===== src/rtl/bp_pkg.sv =====
// Shared types and helpers for the gshare branch predictor: BTB entry layout,
// saturating-counter constants and PC index/tag slicing.
package bp_pkg;

    localparam int BP_XLEN = 32;

    // Tag is held right-aligned and zero-extended so one layout serves any BTB depth.
    typedef struct packed {
        logic               valid;
        logic [BP_XLEN-1:0] tag;
        logic [BP_XLEN-1:0] target;
        logic               is_jump;
    } btb_entry_t;

    function automatic int cnt_reset_val(input int cnt_w);
        return (1 << (cnt_w - 1)) - 1;
    endfunction

    function automatic int cnt_max_val(input int cnt_w);
        return (1 << cnt_w) - 1;
    endfunction

    function automatic int cnt_taken_thr(input int cnt_w);
        return 1 << (cnt_w - 1);
    endfunction

    function automatic logic [BP_XLEN-1:0] btb_tag(input logic [BP_XLEN-1:0] pc,
                                                   input int idx_w);
        return pc >> (idx_w + 2);
    endfunction

    function automatic logic [BP_XLEN-1:0] btb_index(input logic [BP_XLEN-1:0] pc,
                                                     input int idx_w);
        return (pc >> 2) & ((BP_XLEN'(1) << idx_w) - BP_XLEN'(1));
    endfunction

    function automatic logic [BP_XLEN-1:0] pht_index(input logic [BP_XLEN-1:0] pc,
                                                     input logic [BP_XLEN-1:0] ghr,
                                                     input int ghr_w);
        return ((pc >> 2) ^ ghr) & ((BP_XLEN'(1) << ghr_w) - BP_XLEN'(1));
    endfunction

endpackage


===== src/rtl/gshare_branch_predictor_if.sv =====
// Fetch lookup and EX update bundle between the pipeline and the branch predictor.
interface gshare_branch_predictor_if #(
    parameter int XLEN  = 32,
    parameter int GHR_W = 5
);
    // Lookup is a pure combinational query qualified by if_advance; upd_valid marks a
    // one-cycle update that is always accepted (no ready, no backpressure).
    logic [XLEN-1:0]  if_pc;
    logic             if_advance;
    logic             pred_taken;
    logic [XLEN-1:0]  pred_next_pc;
    logic [GHR_W-1:0] pred_ghr;
    logic             upd_valid;
    logic [XLEN-1:0]  upd_pc;
    logic             upd_is_jump;
    logic             upd_taken;
    logic [XLEN-1:0]  upd_target;
    logic [GHR_W-1:0] upd_ghr;
    logic             upd_mispredict;
    logic [31:0]      mispredict_count;

    modport master (
        output if_pc, if_advance,
        output upd_valid, upd_pc, upd_is_jump, upd_taken, upd_target, upd_ghr, upd_mispredict,
        input  pred_taken, pred_next_pc, pred_ghr, mispredict_count
    );

    modport slave (
        input  if_pc, if_advance,
        input  upd_valid, upd_pc, upd_is_jump, upd_taken, upd_target, upd_ghr, upd_mispredict,
        output pred_taken, pred_next_pc, pred_ghr, mispredict_count
    );
endinterface


===== src/rtl/bp_btb.sv =====
// Direct-mapped branch target buffer: one combinational read port, one synchronous
// write port; reset clears only the valid bits.
module bp_btb
    import bp_pkg::*;
#(
    parameter int IDX_W = 5
) (
    input  logic             clk,
    input  logic             reset,
    input  logic [IDX_W-1:0] rd_idx,
    output btb_entry_t       rd_entry,
    input  logic             wr_en,
    input  logic [IDX_W-1:0] wr_idx,
    input  btb_entry_t       wr_entry
);
    localparam int DEPTH = 1 << IDX_W;

    btb_entry_t mem_q [DEPTH];

    // No write-to-read bypass: a same-cycle lookup sees the old entry.
    assign rd_entry = mem_q[rd_idx];

    always_ff @(posedge clk) begin
        if (reset) begin
            for (int i = 0; i < DEPTH; i++) begin
                mem_q[i].valid <= 1'b0;
            end
        end else if (wr_en) begin
            mem_q[wr_idx] <= wr_entry;
        end
    end

endmodule


===== src/rtl/gshare_branch_predictor.sv =====
// Fetch-stage predictor: BTB for targets, gshare PHT of saturating counters for
// conditional direction, speculative GHR repaired from EX on mispredict.
module gshare_branch_predictor
    import bp_pkg::*;
#(
    parameter int XLEN      = BP_XLEN,
    parameter int BTB_IDX_W = 5,
    parameter int GHR_W     = 5,
    parameter int CNT_W     = 2
) (
    input logic                 clk,
    input logic                 reset,
    gshare_branch_predictor_if.slave bp
);
    localparam int PHT_N = 1 << GHR_W;
    localparam logic [CNT_W-1:0] CNT_RST = CNT_W'(cnt_reset_val(CNT_W));
    localparam logic [CNT_W-1:0] CNT_MAX = CNT_W'(cnt_max_val(CNT_W));
    localparam logic [CNT_W-1:0] CNT_THR = CNT_W'(cnt_taken_thr(CNT_W));

    logic [GHR_W-1:0]     ghr_q;
    logic [CNT_W-1:0]     pht_q [PHT_N];
    logic [31:0]          mispredict_q;

    logic [BTB_IDX_W-1:0] rd_idx;
    logic [BTB_IDX_W-1:0] wr_idx;
    btb_entry_t           rd_entry;
    btb_entry_t           wr_entry;
    logic                 wr_en;

    logic                 hit;
    logic                 pred_taken;
    logic [GHR_W-1:0]     lk_pht_idx;
    logic [CNT_W-1:0]     lk_cnt;
    logic [GHR_W-1:0]     up_pht_idx;
    logic [CNT_W-1:0]     up_cnt;
    logic                 restore;
    logic                 spec_shift;
    logic                 pht_upd;

    bp_btb #(.IDX_W(BTB_IDX_W)) u_btb (
        .clk      (clk),
        .reset    (reset),
        .rd_idx   (rd_idx),
        .rd_entry (rd_entry),
        .wr_en    (wr_en),
        .wr_idx   (wr_idx),
        .wr_entry (wr_entry)
    );

    always_comb begin
        rd_idx     = BTB_IDX_W'(btb_index(bp.if_pc, BTB_IDX_W));
        hit        = rd_entry.valid && (rd_entry.tag == btb_tag(bp.if_pc, BTB_IDX_W));
        lk_pht_idx = GHR_W'(pht_index(bp.if_pc, BP_XLEN'(ghr_q), GHR_W));
        lk_cnt     = pht_q[lk_pht_idx];
        pred_taken = hit && (rd_entry.is_jump || (lk_cnt >= CNT_THR));
    end

    assign bp.pred_taken       = pred_taken;
    assign bp.pred_next_pc     = pred_taken ? rd_entry.target : bp.if_pc + XLEN'(4);
    assign bp.pred_ghr         = ghr_q;
    assign bp.mispredict_count = mispredict_q;

    always_comb begin
        restore    = bp.upd_valid && bp.upd_mispredict;
        spec_shift = bp.if_advance && hit && !rd_entry.is_jump;
        pht_upd    = bp.upd_valid && !bp.upd_is_jump;
        up_pht_idx = GHR_W'(pht_index(bp.upd_pc, BP_XLEN'(bp.upd_ghr), GHR_W));
        up_cnt     = pht_q[up_pht_idx];
        wr_en      = bp.upd_valid && bp.upd_taken;
        wr_idx     = BTB_IDX_W'(btb_index(bp.upd_pc, BTB_IDX_W));
        wr_entry   = '{valid:   1'b1,
                       tag:     btb_tag(bp.upd_pc, BTB_IDX_W),
                       target:  bp.upd_target,
                       is_jump: bp.upd_is_jump};
    end

    // A mispredict restore outranks the speculative shift: that fetch is being flushed.
    always_ff @(posedge clk) begin
        if (reset) begin
            ghr_q        <= '0;
            mispredict_q <= '0;
            for (int i = 0; i < PHT_N; i++) begin
                pht_q[i] <= CNT_RST;
            end
        end else begin
            if (restore) begin
                ghr_q <= bp.upd_is_jump ? bp.upd_ghr : {bp.upd_ghr[GHR_W-2:0], bp.upd_taken};
            end else if (spec_shift) begin
                ghr_q <= {ghr_q[GHR_W-2:0], pred_taken};
            end

            if (pht_upd) begin
                if (bp.upd_taken && (up_cnt != CNT_MAX)) begin
                    pht_q[up_pht_idx] <= up_cnt + CNT_W'(1);
                end else if (!bp.upd_taken && (up_cnt != '0)) begin
                    pht_q[up_pht_idx] <= up_cnt - CNT_W'(1);
                end
            end

            if (restore && (mispredict_q != '1)) begin
                mispredict_q <= mispredict_q + 32'd1;
            end
        end
    end

endmodule


===== src/flat_wrapper.sv =====
// flat-port wrapper written by rule: the top's interface ports become plain ports
module gshare_branch_predictor_flat import bp_pkg::*;
#(
    parameter int XLEN      = BP_XLEN,
    parameter int BTB_IDX_W = 5,
    parameter int GHR_W     = 5,
    parameter int CNT_W     = 2
)
  (clk, reset, bp_if_pc, bp_if_advance, bp_upd_valid, bp_upd_pc, bp_upd_is_jump, bp_upd_taken, bp_upd_target, bp_upd_ghr, bp_upd_mispredict, bp_pred_taken, bp_pred_next_pc, bp_pred_ghr, bp_mispredict_count);
  gshare_branch_predictor_if #(.XLEN(XLEN), .GHR_W(GHR_W)) bp_i ();
  input logic clk;
  input logic reset;
  input wire logic [$bits(bp_i.if_pc)-1:0] bp_if_pc;
  input wire logic [$bits(bp_i.if_advance)-1:0] bp_if_advance;
  input wire logic [$bits(bp_i.upd_valid)-1:0] bp_upd_valid;
  input wire logic [$bits(bp_i.upd_pc)-1:0] bp_upd_pc;
  input wire logic [$bits(bp_i.upd_is_jump)-1:0] bp_upd_is_jump;
  input wire logic [$bits(bp_i.upd_taken)-1:0] bp_upd_taken;
  input wire logic [$bits(bp_i.upd_target)-1:0] bp_upd_target;
  input wire logic [$bits(bp_i.upd_ghr)-1:0] bp_upd_ghr;
  input wire logic [$bits(bp_i.upd_mispredict)-1:0] bp_upd_mispredict;
  output wire logic [$bits(bp_i.pred_taken)-1:0] bp_pred_taken;
  output wire logic [$bits(bp_i.pred_next_pc)-1:0] bp_pred_next_pc;
  output wire logic [$bits(bp_i.pred_ghr)-1:0] bp_pred_ghr;
  output wire logic [$bits(bp_i.mispredict_count)-1:0] bp_mispredict_count;
  assign bp_i.if_pc = bp_if_pc;
  assign bp_i.if_advance = bp_if_advance;
  assign bp_i.upd_valid = bp_upd_valid;
  assign bp_i.upd_pc = bp_upd_pc;
  assign bp_i.upd_is_jump = bp_upd_is_jump;
  assign bp_i.upd_taken = bp_upd_taken;
  assign bp_i.upd_target = bp_upd_target;
  assign bp_i.upd_ghr = bp_upd_ghr;
  assign bp_i.upd_mispredict = bp_upd_mispredict;
  assign bp_pred_taken = bp_i.pred_taken;
  assign bp_pred_next_pc = bp_i.pred_next_pc;
  assign bp_pred_ghr = bp_i.pred_ghr;
  assign bp_mispredict_count = bp_i.mispredict_count;
  gshare_branch_predictor #(.XLEN(XLEN), .BTB_IDX_W(BTB_IDX_W), .GHR_W(GHR_W), .CNT_W(CNT_W)) u_core (.clk(clk), .reset(reset), .bp(bp_i));
endmodule

===== config.mk =====
export PLATFORM = sky130hd
export DESIGN_NAME = gshare_branch_predictor_flat
export DESIGN_NICKNAME = d
export VERILOG_FILES = /design/src/rtl/bp_pkg.sv /design/src/rtl/gshare_branch_predictor_if.sv /design/src/rtl/bp_btb.sv /design/src/rtl/gshare_branch_predictor.sv /design/src/flat_wrapper.sv
export SDC_FILE = /design/constraint.sdc
export NUM_CORES = 2
export LEC_CHECK = 0
export BUFFER_PORTS_ARGS = -buffer_cell sky130_fd_sc_hd__buf_2
export CORE_UTILIZATION = 60
export DETAILED_ROUTE_END_ITERATION = 16
export GPL_TIMING_DRIVEN = 0
export HOLD_SLACK_MARGIN = 0.1
export PLACE_DENSITY = 0.77
export SLEW_MARGIN = 20
export SYNTH_ARGS = -nofsm -noshare
export SYNTH_HDL_FRONTEND = slang
export SYNTH_HIERARCHICAL = 1
export SYNTH_SLANG_ARGS = --single-unit

===== constraint.sdc =====
create_clock -name clk -period 6.1 [get_ports clk]
set_input_delay 0.305 -clock clk [delete_from_list [all_inputs] [get_ports clk]]
set_output_delay 0.305 -clock clk [all_outputs]
set_load 0.05 [all_outputs]

==> key figures <==
Global routing
  • Initial antenna violation count: 15
  • First-pass GRT wire length: approximately 350000 µm
  • Largest net degree at the start of global routing: 34
  • Remaining global-route overflow: 0
  • Total Routing Usage GR: 0.3502
  • Vias in the first global route: 47760

Timing
  • Final Hold Vio Count: 0
  • RSZ-0062 raised after global routing: false
  • Final Skew: 0.05391 ns
  • Final setup fails: 7
  • Max-slew violations: 0
  • Worst-Margin Slew: 1.243 ns
  • Final min period: 6.129 ns
  • Maximum clock rate: around 160 MHz
  • Setup WS post-layout: -0.02937 ns
  • Slew headroom: 0.1714
  • Final worst-path cycle share: 1.005
  • Final TNS setup: -0.1175 ns

Clock tree
  • Clock sink count: roughly 2200
  • Postcts setup bufs: 0
  • Bufs on Longest Clock Path: 3
  • Clock transition at path regs: 0.06 ns
  • Number of CTS-inserted buffers: 210
  • Clk root buf: clkbuf_16
  • H-tree depth: 4
  • CTS tree: done
  • Clk Latency, worst-skew pair: 0.87 ns

Drt
  • Average routed wire per standard cell: between 30 and 40 µm
  • DRT iter0 DRCs: 7223
  • # DRC: 0
  • Pre-antenna DRT Iters: 6
  • Vias after detailed routing: 47830
  • Wire length reported by the detailed router: 255500 µm
  • Via/cell ratio: between 6 and 7
  • Final ANT Viol Nets: 0

Setup path
  • Reg2Reg Depth: 9
  • Critical setup path kind: in -> out
  • Slowest CP cell: clkbuf_1
  • Cells along the critical path: buf_2 -> buf_4 -> clkbuf_1 -> mux4_2 -> mux4_2 -> mux2_2 -> xnor2_1 -> nand4_1 -> or4_1 -> or4_4 -> buf_6 -> buf_6 -> mux2_4 -> buf_2
  • Worst r2r src: u_core/u_btb/mem_q[26][34]$_DFFE_PP_
  • Buf/Inv on CP: 6
  • Worst Path Required: between 5 and 6 ns
  • WP depth: 14
  • Crit-path max FO: 10
  • R2R Path End: u_core/bp.pred_ghr[4]$_SDFFE_PP0P_
  • Setup crit start: bp_if_pc[4]
  • Reg2reg setup slack: about 1.9 ns
  • CP top delay family: buffers and inverters
  • Setup crit start kind: primary input
  • Setup crit end kind: primary output
  • Max incr delay on CP: 0.87 ns
  • CP Capture Point: bp_pred_next_pc[4]
  • Arrival time at the worst endpoint: just under 6 ns

Yosys
  • Synth cell types: 66
  • Synth area leaders: edfxtp_1 (75%), mux4_2 (16%), mux2_2 (1.0%)
  • Avg Cell Area, Syn: approximately 22 µm²
  • Synth area leader: edfxtp_1
  • Synth top area share: 0.7460
  • Asr flop ratio synth: 0
  • Post-Syn Area: about 88000 µm²
  • Seq cells post-synth: 2213
  • Register area share after synthesis: 0.7544
  • Post-synth EDFFs: 2176
  • Syn Inst Count: 3939
  • Synth warn: 6
  • Most used DFF post-synth: edfxtp_1

Pwr
  • P_leak: roughly 34 nW
  • Pwr Density: 309.5 nW/µm²
  • Peak supply drop: between 0.3 and 0.4 mV
  • Switch share: 0.2203
  • Seq pwr share: 0.525
  • Clock Power Share: 0.409
  • Switch Pwr: 7.047 mW
  • Cell-internal power: around 25 mW
  • Combinational Power Share: 0.066

Floorplan
  • Core area: 144200 µm²
  • Initial Util: 0.6075
  • Die X: 384.1 µm
  • I/O pins: 178
  • Height of the die: between 300 and 400 µm
  • Die area: 147500 µm²
  • Row cnt: 139

Cells and area
  • Fin util: 0.7171
  • Area Overhead vs Synth: 18.03%
  • Nets: 4880
  • Layout cell share with drive strength beyond 1: 0.3141
  • Fillcell total: between 7000 and 8000
  • Finished Layout Cells: 6855

Outcome
  • Failing checks: negative setup slack
  • Status: finished, violations left

Place
  • Routability Congestion: roughly 0.9
  • Post-Place Cells: 6393
  • DPL Wire Length: 164000 µm
  • Port bufs: 173

Hold path
  • Min-Delay Path Class: in -> reg

Flow run
  • Total of max-cap violations: 0
[cells in the final DEF (no fill, tap or decap), types with 21 or more instances in the layout]
cell	Yosys	layout
nor2_4	0	32
buf_2	64	221
bufinv_16	0	23
buf_12	0	64
buf_4	12	21
mux4_2	617	617
dfxtp_1	37	37
buf_6	15	29
dlygate4sd3_1	0	69
clkinv_1	1	57
or3_1	25	25
nor3_1	47	46
edfxtp_1	2176	2176
clkbuf_16	0	214
nand3_1	27	27
xor2_1	38	38
mux2i_1	74	74
clkinv_2	0	33
and2_1	40	40
xnor2_1	53	53
or2_2	33	33
nand2_1	94	94
nor2_1	123	91
mux2_4	29	29
clkbuf_2	0	22
conb_1	2	229
buf_16	0	83
nand4_1	23	23
clkbuf_1	99	113
mux2_2	80	80
[cell families (layout without fill, tap and decap cells)]
family                   count (synthesis)  after routing  synth area share
buffers and inverters                  215            997           0.01193
AO/OA/AOI/OAI                          142            142           0.01190
other                                    2            233        0.00008574
multiplexers                           811            811            0.1851
adder cells (fa/ha/maj)                  2              2         0.0002856
AND/OR/NAND/NOR                        460            460           0.02644
XOR/XNOR                                94             94          0.009785
flip-flops                            2213           2213            0.7544
[what timing repair did]
| item | in CTS | in global routing |
|---|---|---|
| endpoints found under the hold margin | 1866 | 0 |
| endpoints found under the setup margin | 33 | 31 |
| gates resized for setup | 73 | 39 |
| hold buffers | 69 | 0 |
[worst min path at each step]
stage	start	end	slack (ns)	cells past startpoint
floorplan	bp_upd_is_jump	u_core/u_btb/mem_q[0][0]$_DFFE_PP_	0.40	0
global route	bp_upd_pc[6]	u_core/pht_q[26][1]$_SDFFCE_PN0P_	0.27	4
CTS	bp_upd_pc[6]	u_core/pht_q[27][1]$_SDFFCE_PN0P_	0.21	4
finish	bp_upd_mispredict	u_core/bp.mispredict_count[0]$_SDFFE_PP0P_	0.27	5
global placement	u_core/bp.mispredict_count[6]$_SDFFE_PP0P_	u_core/bp.mispredict_count[6]$_SDFFE_PP0P_	0.50	2
detailed placement	u_core/bp.mispredict_count[23]$_SDFFE_PP0P_	u_core/bp.mispredict_count[23]$_SDFFE_PP0P_	0.51	2
[worst register-to-register path: stages (launching register included)]
cell	delay, ns
edfxtp_1	0.38
mux4_2	0.47
mux4_2	0.51
mux2_2	0.35
xnor2_1	0.53
nor4b_1	0.36
and3_1	0.22
nand4_1	0.66
mux2i_1	0.41
a211oi_1	0.12
[layout make-up]
type                       count  area (µm²)  share of cell area
buffer                       207        1229             0.01188
inverter                       7       26.28           0.0002541
antenna                        4       10.01          0.00009681
timing repair buffer         393        5169             0.04999
clock buffer                 258        5520             0.05339
multi-input combinational   1738       21610              0.2090
sequential                  2213       66080              0.6392
clock inverter               132        1359             0.01314
tap                         1903        2381             0.02303
[routing by layer]
metal  part of all wire  wire (µm)  track usage
met3               0.14      36260       0.1041
met1               0.33      84510       0.4546
met2               0.47     119100       0.5450
met5            0.00038         97            0
met4              0.061      15530       0.1745
[registers in the layout, indices dropped and copies added, names as in the netlist]
| name | count |
|---|---|
| u_core/bp.mispredict_count | 32 |
| u_core/bp.pred_ghr | 5 |
| u_core/pht_q | 64 |
| u_core/u_btb/mem_q | 2112 |
[synthesized netlist by cell type, types with 4 or more instances]
| cell type | instances |
|---|---|
| a211oi_1 | 11 |
| a21o_1 | 16 |
| a21oi_1 | 8 |
| a221oi_1 | 16 |
| a31o_1 | 16 |
| a31oi_1 | 4 |
| a32oi_1 | 4 |
| and2_1 | 40 |
| and3_1 | 7 |
| and4_1 | 5 |
| buf_1 | 18 |
| buf_2 | 64 |
| buf_4 | 12 |
| buf_6 | 15 |
| clkbuf_1 | 99 |
| dfxtp_1 | 37 |
| edfxtp_1 | 2176 |
| inv_1 | 6 |
| mux2_2 | 80 |
| mux2_4 | 29 |
| mux2i_1 | 74 |
| mux4_1 | 8 |
| mux4_2 | 617 |
| nand2_1 | 94 |
| nand3_1 | 27 |
| nand4_1 | 23 |
| nor2_1 | 123 |
| nor2b_1 | 10 |
| nor3_1 | 47 |
| o21ai_0 | 16 |
| o21ai_1 | 6 |
| o221ai_1 | 6 |
| o22ai_1 | 15 |
| o2bb2ai_1 | 4 |
| o31a_1 | 4 |
| o32ai_1 | 6 |
| or2_2 | 33 |
| or3_1 | 25 |
| xnor2_1 | 53 |
| xor2_1 | 38 |
[through the flow]
stage	hold WS [ns]	area (µm²)	total power [mW]	worst slack, ns
final	0.2717	103400	31.99	-0.02937
after global routing	0.2719	103400	32.64	0.02568
after CTS	0.2066	103300	32.00	0.002465
after detailed placement	0.5104	95560	19.08	-1.250
after global placement	0.4993	91690	19.00	-3.716
after floorplan	0.4039	88440	18.25	1.052
[power by group through the flow]
stage / Clock (mW) / Sequential, mW / Combinational [mW]
after floorplan: 0 / 17.1 / 1.13
after global placement: 0 / 17.1 / 1.88
after detailed placement: 0 / 17.1 / 1.96
after CTS: 13.2 / 16.8 / 2.04
after global routing: 13.7 / 16.8 / 2.16
final: 13.1 / 16.8 / 2.10
Note: power is estimated with default switching activity, not from simulation.
